--- src/rtl/uart_rx.sv ---
// uart_rx: 8N1 serial receiver with two-flop input synchronizer, mid-bit sampling and frame-error detection.
module uart_rx #(
  parameter int CLKS_PER_BIT = 5208
) (
  input  logic       clk_in,
  input  logic       rst,
  input  logic       rx,
  output logic [7:0] rx_data,
  output logic       rx_valid,
  output logic       frame_err,
  output logic       busy
);
  localparam int CW = $clog2(CLKS_PER_BIT);
  localparam logic [CW-1:0] HALF = CW'((CLKS_PER_BIT - 1) / 2);
  localparam logic [CW-1:0] LAST = CW'(CLKS_PER_BIT - 1);
  typedef enum logic [2:0] {IDLE, START, DATA, STOP, WAIT_IDLE} state_t;
  state_t state_q, state_d;
  logic rx_m_q, rx_s_q;
  logic [CW-1:0] cnt_q, cnt_d;
  logic [2:0] idx_q, idx_d;
  logic [7:0] sh_q, sh_d, data_q, data_d;
  logic valid_q, valid_d, ferr_q, ferr_d;
  always_ff @(posedge clk_in) begin
    if (rst) begin
      rx_m_q  <= 1'b1;
      rx_s_q  <= 1'b1;
      state_q <= IDLE;
      cnt_q   <= '0;
      idx_q   <= '0;
      sh_q    <= '0;
      data_q  <= '0;
      valid_q <= 1'b0;
      ferr_q  <= 1'b0;
    end else begin
      rx_m_q  <= rx;
      rx_s_q  <= rx_m_q;
      state_q <= state_d;
      cnt_q   <= cnt_d;
      idx_q   <= idx_d;
      sh_q    <= sh_d;
      data_q  <= data_d;
      valid_q <= valid_d;
      ferr_q  <= ferr_d;
    end
  end
  // Counter restarts on every state change and at each data-bit boundary, so it never wraps.
  always_comb begin
    state_d = state_q;
    cnt_d   = cnt_q + 1'b1;
    idx_d   = idx_q;
    sh_d    = sh_q;
    data_d  = data_q;
    valid_d = 1'b0;
    ferr_d  = 1'b0;
    case (state_q)
      IDLE: begin
        cnt_d = '0;
        if (!rx_s_q) state_d = START;
      end
      START: if (cnt_q == HALF) begin
        state_d = rx_s_q ? IDLE : DATA;
        cnt_d   = '0;
        idx_d   = '0;
      end
      DATA: if (cnt_q == LAST) begin
        cnt_d = '0;
        sh_d  = {rx_s_q, sh_q[7:1]};
        idx_d = idx_q + 3'd1;
        if (idx_q == 3'd7) state_d = STOP;
      end
      STOP: if (cnt_q == LAST) begin
        cnt_d   = '0;
        state_d = rx_s_q ? IDLE : WAIT_IDLE;
        valid_d = rx_s_q;
        ferr_d  = !rx_s_q;
        data_d  = rx_s_q ? sh_q : data_q;
      end
      WAIT_IDLE: begin
        cnt_d = '0;
        if (rx_s_q) state_d = IDLE;
      end
      default: begin
        state_d = IDLE;
        cnt_d   = '0;
      end
    endcase
  end
  assign rx_data   = data_q;
  assign rx_valid  = valid_q;
  assign frame_err = ferr_q;
  assign busy      = state_q != IDLE;
endmodule

--- config.mk ---
export PLATFORM = sky130hd
export DESIGN_NAME = uart_rx
export DESIGN_NICKNAME = d
export VERILOG_FILES = /design/src/rtl/uart_rx.sv
export SDC_FILE = /design/constraint.sdc
export NUM_CORES = 1
export LEC_CHECK = 0
export ABC_AREA = 1
export ABC_CLOCK_PERIOD_IN_PS = 1600
export BUFFER_PORTS_ARGS = -buffer_cell sky130_fd_sc_hd__buf_4
export CAP_MARGIN = 20
export CORE_ASPECT_RATIO = 1.5
export CORE_UTILIZATION = 42
export CTS_CLUSTER_SIZE = 20
export DETAILED_ROUTE_END_ITERATION = 10
export GPL_TIMING_DRIVEN = 1
export SLEW_MARGIN = 20
export SYNTH_ARGS = -nofsm -noshare
export SYNTH_HDL_FRONTEND = slang
export SYNTH_SLANG_ARGS = --single-unit
--- constraint.sdc ---
create_clock -name clk_in -period 1.6 [get_ports clk_in]
set_input_delay 0 -clock clk_in [delete_from_list [all_inputs] [get_ports clk_in]]
set_output_delay 0 -clock clk_in [all_outputs]
set_load 0.01 [all_outputs]
==> flow_summary.ini, run 1 <==
[critical_path]
cp-start-kind = flop
critical_path_class = flop to flop
arrival_ns = 1.82
cp.required_ns = 1.83
worstPathMaxFanout = 5
cp-end-kind = flop

[synth]
syn-instance-count = 232
syn_avg_cell_area_um2 = 7.51
yosysWarnings = 0
synthMuxAreaShare_pct = 0
synth_xor_xnor_area_share_pct = 3.02
synth-compound-area-share_pct = 10.8
yosysUniqueCellTypes = 29
synth_top_family_by_area = simple AND/OR/NAND/NOR gates
yosys.area_share.adder_pct = 2.16
synth_nets = 238
ys_ff_latch = 39
synth-seq-area-share_pct = 44.8
synth_area_um2 = 1740
synth-simple-area-share_pct = 31.8

[global_route]
antenna_found_initial = 0
grt.total_usage_pct = 18.1
grt-ovfl-total = 0
grt_max_degree = 22
grt_pass1_vias = 1443
grt_pass1_wl_um = 5840

[power_and_ir_drop]
p_comb_share_pct = 24.4
p_switching_uw = 747
p_int_uw = 1780
p_leak_uw = 0.000985
ir_worst_vdd_mv = 0.855
power_density_nw_per_um2 = 1100
p_clk_share_pct = 33.6
p_seq_share_pct = 42.1
swShare_pct = 29.5

[finish]
diodes = 0
final_core_utilization_pct = 57.9
finalInstanceArea_um2 = 2290
drive_gt1_share_pct = 31.9
stdcell_count = 318
nets = 278
areaGrowthSynthToFinish_pct = 31.5

[detailed_routing]
post_drt_via_cell_ratio = 4.92
dr.pass1.iters = 4
wl_um = 3590
vias = 1564
drc = 0
post_drt_wl_per_cell_um = 11.3
drt-initial-drc-count = 26
antenna_left = 0

[floorplanning]
die_h_um = 80.9
fp-row-count = 28
core_area_um2 = 3960
fp.dieW_um = 54.6
die_area_um2 = 4410
ios = 14
initial_core_util_pct = 44.0

[timing]
min_period_ns = 1.59
worst_pin_slew_ns = 0.679
clock.fmax_mhz = 629
rsz0062_at_grt = yes
finalSetupTns_ns = 0
maxSlewViolCount = 0
min_period_over_period_pct = 99.4
setup_viol = 0
finalHoldViolCount = 0
skew_ns = 0.0102
fin_hold_ws_ns = 0.412
slew_headroom_pct = 54.7

[cts]
cts-buffers-inserted = 5
clk_pin_slew_ns = 0.08
h-tree-depth = 2
clock_sinks = 39
root_buffer = clkbuf_8
cts_tree = built
clk_latency_ns = 0.29
cts_buffer_depth = 2

[place]
postPlaceCellArea_um2 = 1980
numPortBuffers = 13
hpwl_um = 2540
placed_cells = 301
place_congestion = 0.740

[outcome]
status = completed

[min_path]
min_path_type = flop to flop

[flow_run]
drv_cap = 0
## layer usage
layer	vias up	track usage [%]	routed length [um]
met1	721	17.6	1390
met4	0	7.69	70
met5	-	0	0
met3	6	4.49	72
met2	16	34.0	2060
li1	821	-	-
## flip-flops by register name (all words and copies together), names as in the netlist, 3 cells and up
register  flops
cnt_q        13
rx_data       8
sh_q          8
idx_q         3
state_q       3
## timing repair
action                     in CTS  in global routing
pin swaps                       4                 15
hold buffers                    3                  0
cloned                          1                  0
hold endpoints to repair        4                  0
buffers inserted                1                  4
setup endpoints to repair      12                 34
resized for setup               6                 36
## layout make-up
type | count | area, um^2
Clock buffer | 6 | 82.6
Clock inverter | 2 | 35.0
Fill cell | 374 | 1670
Inverter | 26 | 97.6
Multi-Input combinational cell | 164 | 942
Sequential cell | 39 | 785
Tap cell | 45 | 56.3
Timing Repair Buffer | 36 | 293
## power by group through the flow
stage | clock network [uW] | logic [uW] | registers [uW]
after global routing | 905 | 693 | 1070
after global placement | 0 | 516 | 1080
after floorplan | 0 | 375 | 1070
final | 849 | 617 | 1060
after CTS | 874 | 538 | 1060
after detailed placement | 0 | 517 | 1080
## cells in the final DEF (no fill, tap or decap), types with 3 or more instances in the layout
cell type and instances:
nor2_1 46, o21ai_2 8, nor2_4 3, nor3_1 9, nor3_2 4, dfxtp_1 36, xor2_1 6, dlygate4sd3_1 3
nand2_1 35, inv_2 6, inv_1 20, a21oi_1 6, buf_6 4, nand2_2 5, nor2_2 4, nand3_1 8
o21ai_0 9, dfxtp_2 3, clkbuf_8 6, buf_4 29
## final timing paths
path,start,to,slack (ns),depth (start not counted)
setup / recovery,cnt_q[1],rx_data[1],0.01,10
hold reg to reg,rx_m_q,rx_s_q,0.41,1
setup reg to reg,cnt_q[1],rx_data[1],0.01,10
hold / removal,rx_m_q,rx_s_q,0.41,1
## critical path, cell delays in order (launching register included)
cell and delay [ns]:
dfxtp_2 0.36, ha_4 0.14, nand2_2 0.06, inv_2 0.07, nand2_2 0.06, nor2_4 0.13, nand2_4 0.09, nor3_4 0.27
buf_6 0.17, o21ai_1 0.06, nor2_1 0.12
## kinds of logic after synthesis
family,count (synthesis)
compound gates,31
flops,39
xor+xnor,6
buf+inv,30
simple gates,123
fa+ha+maj,3
## metrics by stage
step,power [uW],setup slack (ns)
2_1_floorplan,1450,0.0708
3_3_place_gp,1590,0.0212
3_5_place_dp,1600,-0.0142
4_1_cts,2470,0.00743
5_1_grt,2670,-0.0977
6_report,2530,0.0104
## cell usage after synthesis, drive strengths merged
cell type   n  area (um^2)
a211oi      1         12.5
nor2       52          208
buf         3         27.5
inv        26         97.6
o21bai      2         26.3
nor3       14         91.3
a31oi       1         6.26
a21oi       9         48.8
clkbuf      1         3.75
xor2        6         52.6
ha          3         37.5
nor3b       1         7.51
or2         2         12.5
dfxtp      39          781
o21ai      18         93.8
nand2      42          173
nand4       2         12.5
nand3      10         50.1
Note: power is estimated with default switching activity, not from simulation.
==> run 2: changes to the inputs <==
ABC_AREA = not set   (was 1)
CORE_UTILIZATION = 52   (was 42)
PLACE_DENSITY = 0.73   (was not set)
==> flow_summary.ini, run 2 <==
[place]
hpwl_um = 2260
place_congestion = 0.835
numPortBuffers = 13

[synth]
synth_area_um2 = 1780
synth_top_area_share_pct = 43.8
synth-seq-area-share_pct = 43.8
synth_edf_count = 0
synth_nets = 181
yosysWarnings = 0
synth_top_flop_cell = dfxtp_1
ys_ff_latch = 39
async_reset_ff_share_pct = 0
yosysTopAreaCell = dfxtp_1
ys_top_cells_by_count = dfxtp_1, nor2_1, mux2i_1
synth_most_common_cell = dfxtp_1
yosysUniqueCellTypes = 41
syn-instance-count = 175
syn_avg_cell_area_um2 = 10.2
yosys-top-cells-area = dfxtp_1, mux2i_1, nor2_1, xnor2_1, nor2_2

[critical_path]
worstPathMaxFanout = 7
r2r_cells = 6
critical_path_class = flop to flop
cp-end-kind = flop
cp.required_ns = 1.78
arrival_ns = 1.70
cp-start-kind = flop

[finish]
regMostFlops = cnt_q
diodes = 0
drive_gt1_share_pct = 30.5
largest_register_ffs = 13
final_cell_mix = dfxtp_1, nor2_1, buf_4
mostFrequentLayoutCell = dfxtp_1
final_core_utilization_pct = 64.5
nets = 205
areaGrowthSynthToFinish_pct = 16.6

[power_and_ir_drop]
p_switching_uw = 375
power_uw = 1680
p_comb_share_pct = 3.3
p_clk_share_pct = 38.4
power_density_nw_per_um2 = 808
p_int_uw = 1300
p_leak_uw = 0.000869
swShare_pct = 22.3
ir_worst_vdd_mv = 0.826
p_seq_share_pct = 58.3

[detailed_routing]
vias = 1263
post_drt_wl_per_cell_um = 13.1
dr.pass1.iters = 3
wl_um = 3150
met1_length_um = 1350
drc = 0
antenna_left = 0
routed-wl-met3_um = 71
post_drt_via_cell_ratio = 5.26
maxUsedRoutingLayer = met4
drt-initial-drc-count = 17
dr_wl_met2_um = 1670

[floorplanning]
die_area_um2 = 3670
fp.dieW_um = 49.8
fp-row-count = 25
initial_core_util_pct = 55.3
die_h_um = 73.7
ios = 14
core_area_um2 = 3220

[cts]
h-tree-depth = 2
cts_tree = built
clk_latency_ns = 0.29
clock_sinks = 39
cts-buffers-inserted = 5
cts_buffer_depth = 2
root_buffer = clkbuf_8
clk_pin_slew_ns = 0.07

[timing]
maxSlewViolCount = 0
setup_viol = 0
slew_headroom_pct = 75.1
skew_ns = 0.00413
worst_pin_slew_ns = 0.370
fin_hold_ws_ns = 0.0512
min_period_ns = 1.52
clock.fmax_mhz = 656
min_period_over_period_pct = 95.2
rsz0062_at_grt = no
finalHoldViolCount = 0

[global_route]
grt_pass1_vias = 1228
antenna_found_initial = 0
grt_pass1_wl_um = 5420
grt.total_usage_pct = 19.7
grt-ovfl-total = 0
grt_max_degree = 27

[outcome]
status = completed

[flow_run]
drv_cap = 0

[min_path]
min_path_type = input pin to flop
hold_depth = 2
[run 2: repair_timing]
item                                    4_1_cts  5_1_grt
hold endpoints to repair                      1        0
buffers inserted                              0        2
resized for setup                             0        2
hold buffers                                  1        0
endpoints found under the setup margin        2       15
pin swaps                                     1        1
[run 2: layout make-up]
type	instances	area [um^2]
Tap cell	40	50.0
Clock inverter	2	12.5
Inverter	5	18.8
Timing Repair Buffer	24	208
Clock buffer	6	72.6
Sequential cell	39	781
Fill cell	273	1140
Multi-Input combinational cell	124	936
[run 2: logic make-up after synthesis]
kind of cell    after synthesis  synth area share [%]
simple gates                 83                  30.7
compound gates               10                  4.28
mux                          17                  9.83
flops                        39                  43.8
xor+xnor                     11                  5.41
buf+inv                      12                  3.86
fa+ha+maj                     3                  2.11
[run 2: path summary, 6_finish.rpt]
kind / from / slack (ns) / end
max: cnt_q[1] / 0.08 / sh_q[3]
min: rst / 0.05 / state_q[0]
max reg2reg: cnt_q[1] / 0.08 / sh_q[3]
min reg2reg: rx_m_q / 0.42 / rx_s_q
[run 2: critical path, cell delays in order, from the launching register on]
cell and delay [ns]:
dfxtp_1 0.35, ha_2 0.21, and4bb_4 0.31, nand4_4 0.14, buf_12 0.18, mux2i_1 0.15
nor2_1 0.06
[run 2: power groups by stage]
stage | Sequential [uW] | Combinational, uW | Clock [uW]
4_1_cts | 979 | 55.2 | 665
3_5_place_dp | 1000 | 53.0 | 0
2_1_floorplan | 1000 | 38.9 | 0
3_3_place_gp | 1000 | 51.0 | 0
6_report | 980 | 55.0 | 645
5_1_grt | 980 | 60.5 | 693
[run 2: stage by stage]
| stage | setup TNS [ns] | instance area [um^2] | instances | worst slack [ns] |
|---|---|---|---|---|
| detailed placement | -0.00234 | 1960 | 229 | -0.00234 |
| global route | 0 | 2080 | 240 | 0.000441 |
| floorplan | 0 | 1780 | 175 | 0.0845 |
| global placement | 0 | 1960 | 229 | 0.0787 |
| finish | 0 | 2080 | 240 | 0.0764 |
| CTS | 0 | 2060 | 238 | 0.00169 |
[run 2: per-layer routing]
| layer | global-route usage, % | vias to the layer above |
|---|---|---|
| li1 | - | 647 |
| met5 | 0 | - |
| met2 | 35.4 | 11 |
| met1 | 20.8 | 599 |
| met3 | 5.59 | 6 |
| met4 | 9.52 | 0 |
==> run 3: changes to the inputs <==
ABC_AREA = 0   (was not set)
REMOVE_ABC_BUFFERS = 1   (was not set)
==> flow_summary.ini, run 3 (synthesis gave the netlist of run 2 again) <==
[power_and_ir_drop]
ir_worst_vdd_mv = 0.936
power_uw = 1700
p_leak_uw = 0.000866
power_density_nw_per_um2 = 815

[global_route]
antenna_found_initial = 0
grt_max_degree = 27
grt_pass1_vias = 1250
grt_pass1_wl_um = 5400
grt-ovfl-total = 0
grt.total_usage_pct = 19.4

[place]
dp_worst_setup_slack_ns = 0.0238
place_congestion = 0.801
numPortBuffers = 13
hpwl_um = 2230

[flow_run]
drv_cap = 0

[timing]
fin_ws_ns = 0.0914
slew_headroom_pct = 76.7
finalSetupTns_ns = 0
min_period_ns = 1.51
setup_viol = 0
clock.fmax_mhz = 663
min_period_over_period_pct = 94.3
finalHoldViolCount = 0
skew_ns = 0.00699
maxSlewViolCount = 0
worst_pin_slew_ns = 0.347
rsz0062_at_grt = no

[critical_path]
cp-start-kind = flop
cp_slowest_cell = dfxtp_2
arrival_ns = 1.69
worstPathMaxFanout = 13
cp.required_ns = 1.78
cp-end-kind = flop
crit_chain = ha_2 > and4b_1 > a31oi_4 > o21ai_2 > buf_12 > nor2_1
critPathMaxStageDelay_ns = 0.35
critical_path_class = flop to flop

[floorplanning]
fp-row-count = 25
ios = 14
die_area_um2 = 3670
core_area_um2 = 3220
fp.dieW_um = 49.8
die_h_um = 73.7
initial_core_util_pct = 55.3

[detailed_routing]
antenna_left = 0
dr.pass1.iters = 5
drt-initial-drc-count = 13
post_drt_wl_per_cell_um = 13.1
drc = 0
wl_um = 3140
post_drt_via_cell_ratio = 5.35
vias = 1283

[cts]
clk_pin_slew_ns = 0.08
cts_buffer_depth = 2
cts_tree = built
root_buffer = clkbuf_8
cts-buffers-inserted = 5
clk_latency_ns = 0.29
h-tree-depth = 2
clock_sinks = 39

[finish]
diodes = 0
drive_gt1_share_pct = 31.5
mostFrequentLayoutCell = dfxtp_1
nets = 205
regMostFlops = cnt_q
final_cell_mix = dfxtp_1, nor2_1, buf_4
largest_register_ffs = 13
areaGrowthSynthToFinish_pct = 17.4
n_fill_cell = 263

[outcome]
status = completed

[min_path]
min_path_type = input pin to flop
==> run 3: final cells by class <==
type / instances / area (um^2) / area share, %
tap: 40 / 50.0 / 2.39
inverter: 5 / 18.8 / 0.897
timing repair buffer: 24 / 199 / 9.51
multi-input combinational: 124 / 950 / 45.4
clock buffer: 5 / 68.8 / 3.29
clock inverter: 3 / 23.8 / 1.14
sequential: 39 / 782 / 37.4
==> run 3: routing by layer <==
metal | vias to the layer above | wire (um) | share of wire (%) | global-route usage, %
met5 | - | 0 | 0 | 0
met4 | 0 | 66 | 2.1 | 7.62
met3 | 7 | 79 | 2.5 | 4.97
met2 | 16 | 1670 | 53 | 34.7
met1 | 615 | 1320 | 42 | 21.7
li1 | 645 | - | - | -
==> run 3: worst paths after layout <==
check	from	end	slack, ns	cells after the start
min	rst	sh_q[5]	0.05	2
min reg2reg	cnt_q[0]	cnt_q[0]	0.43	1
max reg2reg	cnt_q[0]	cnt_q[4]	0.09	6
max	cnt_q[0]	cnt_q[4]	0.09	6
==> run 3: timing repair <==
item | in CTS | in global routing
resized for setup | 0 | 5
setup endpoints to repair | 0 | 15
buffers inserted | 0 | 1
hold buffers | 1 | 0
endpoints found under the hold margin | 1 | 0
==> run 3: worst max-delay path, delay by kind of cell (launching register included) <==
kind	cells	cell delay [ns]
AO/OA/AOI/OAI	2	0.32
buffers and inverters	1	0.17
AND/OR/NAND/NOR	2	0.37
adder cells (fa/ha/maj)	1	0.18
flip-flops	1	0.35
==> run 3: per-stage QoR <==
step	util, %	area, um^2	cells	hold slack [ns]
2_1_floorplan	-	1730	168	0.0624
5_1_grt	64.9	2090	240	0.0595
4_1_cts	64.0	2060	239	0.0512
6_report	64.9	2090	240	0.0493
3_5_place_dp	60.8	1960	230	0.191
3_3_place_gp	60.8	1960	230	0.189
==> run 3: where the power goes <==
group / leakage (uW) / internal [uW] / switching, uW
Sequential: 0.000315 / 975 / 4.92
Combinational: 0.000510 / 23.8 / 30.3
Clock: 0.0000408 / 311 / 359
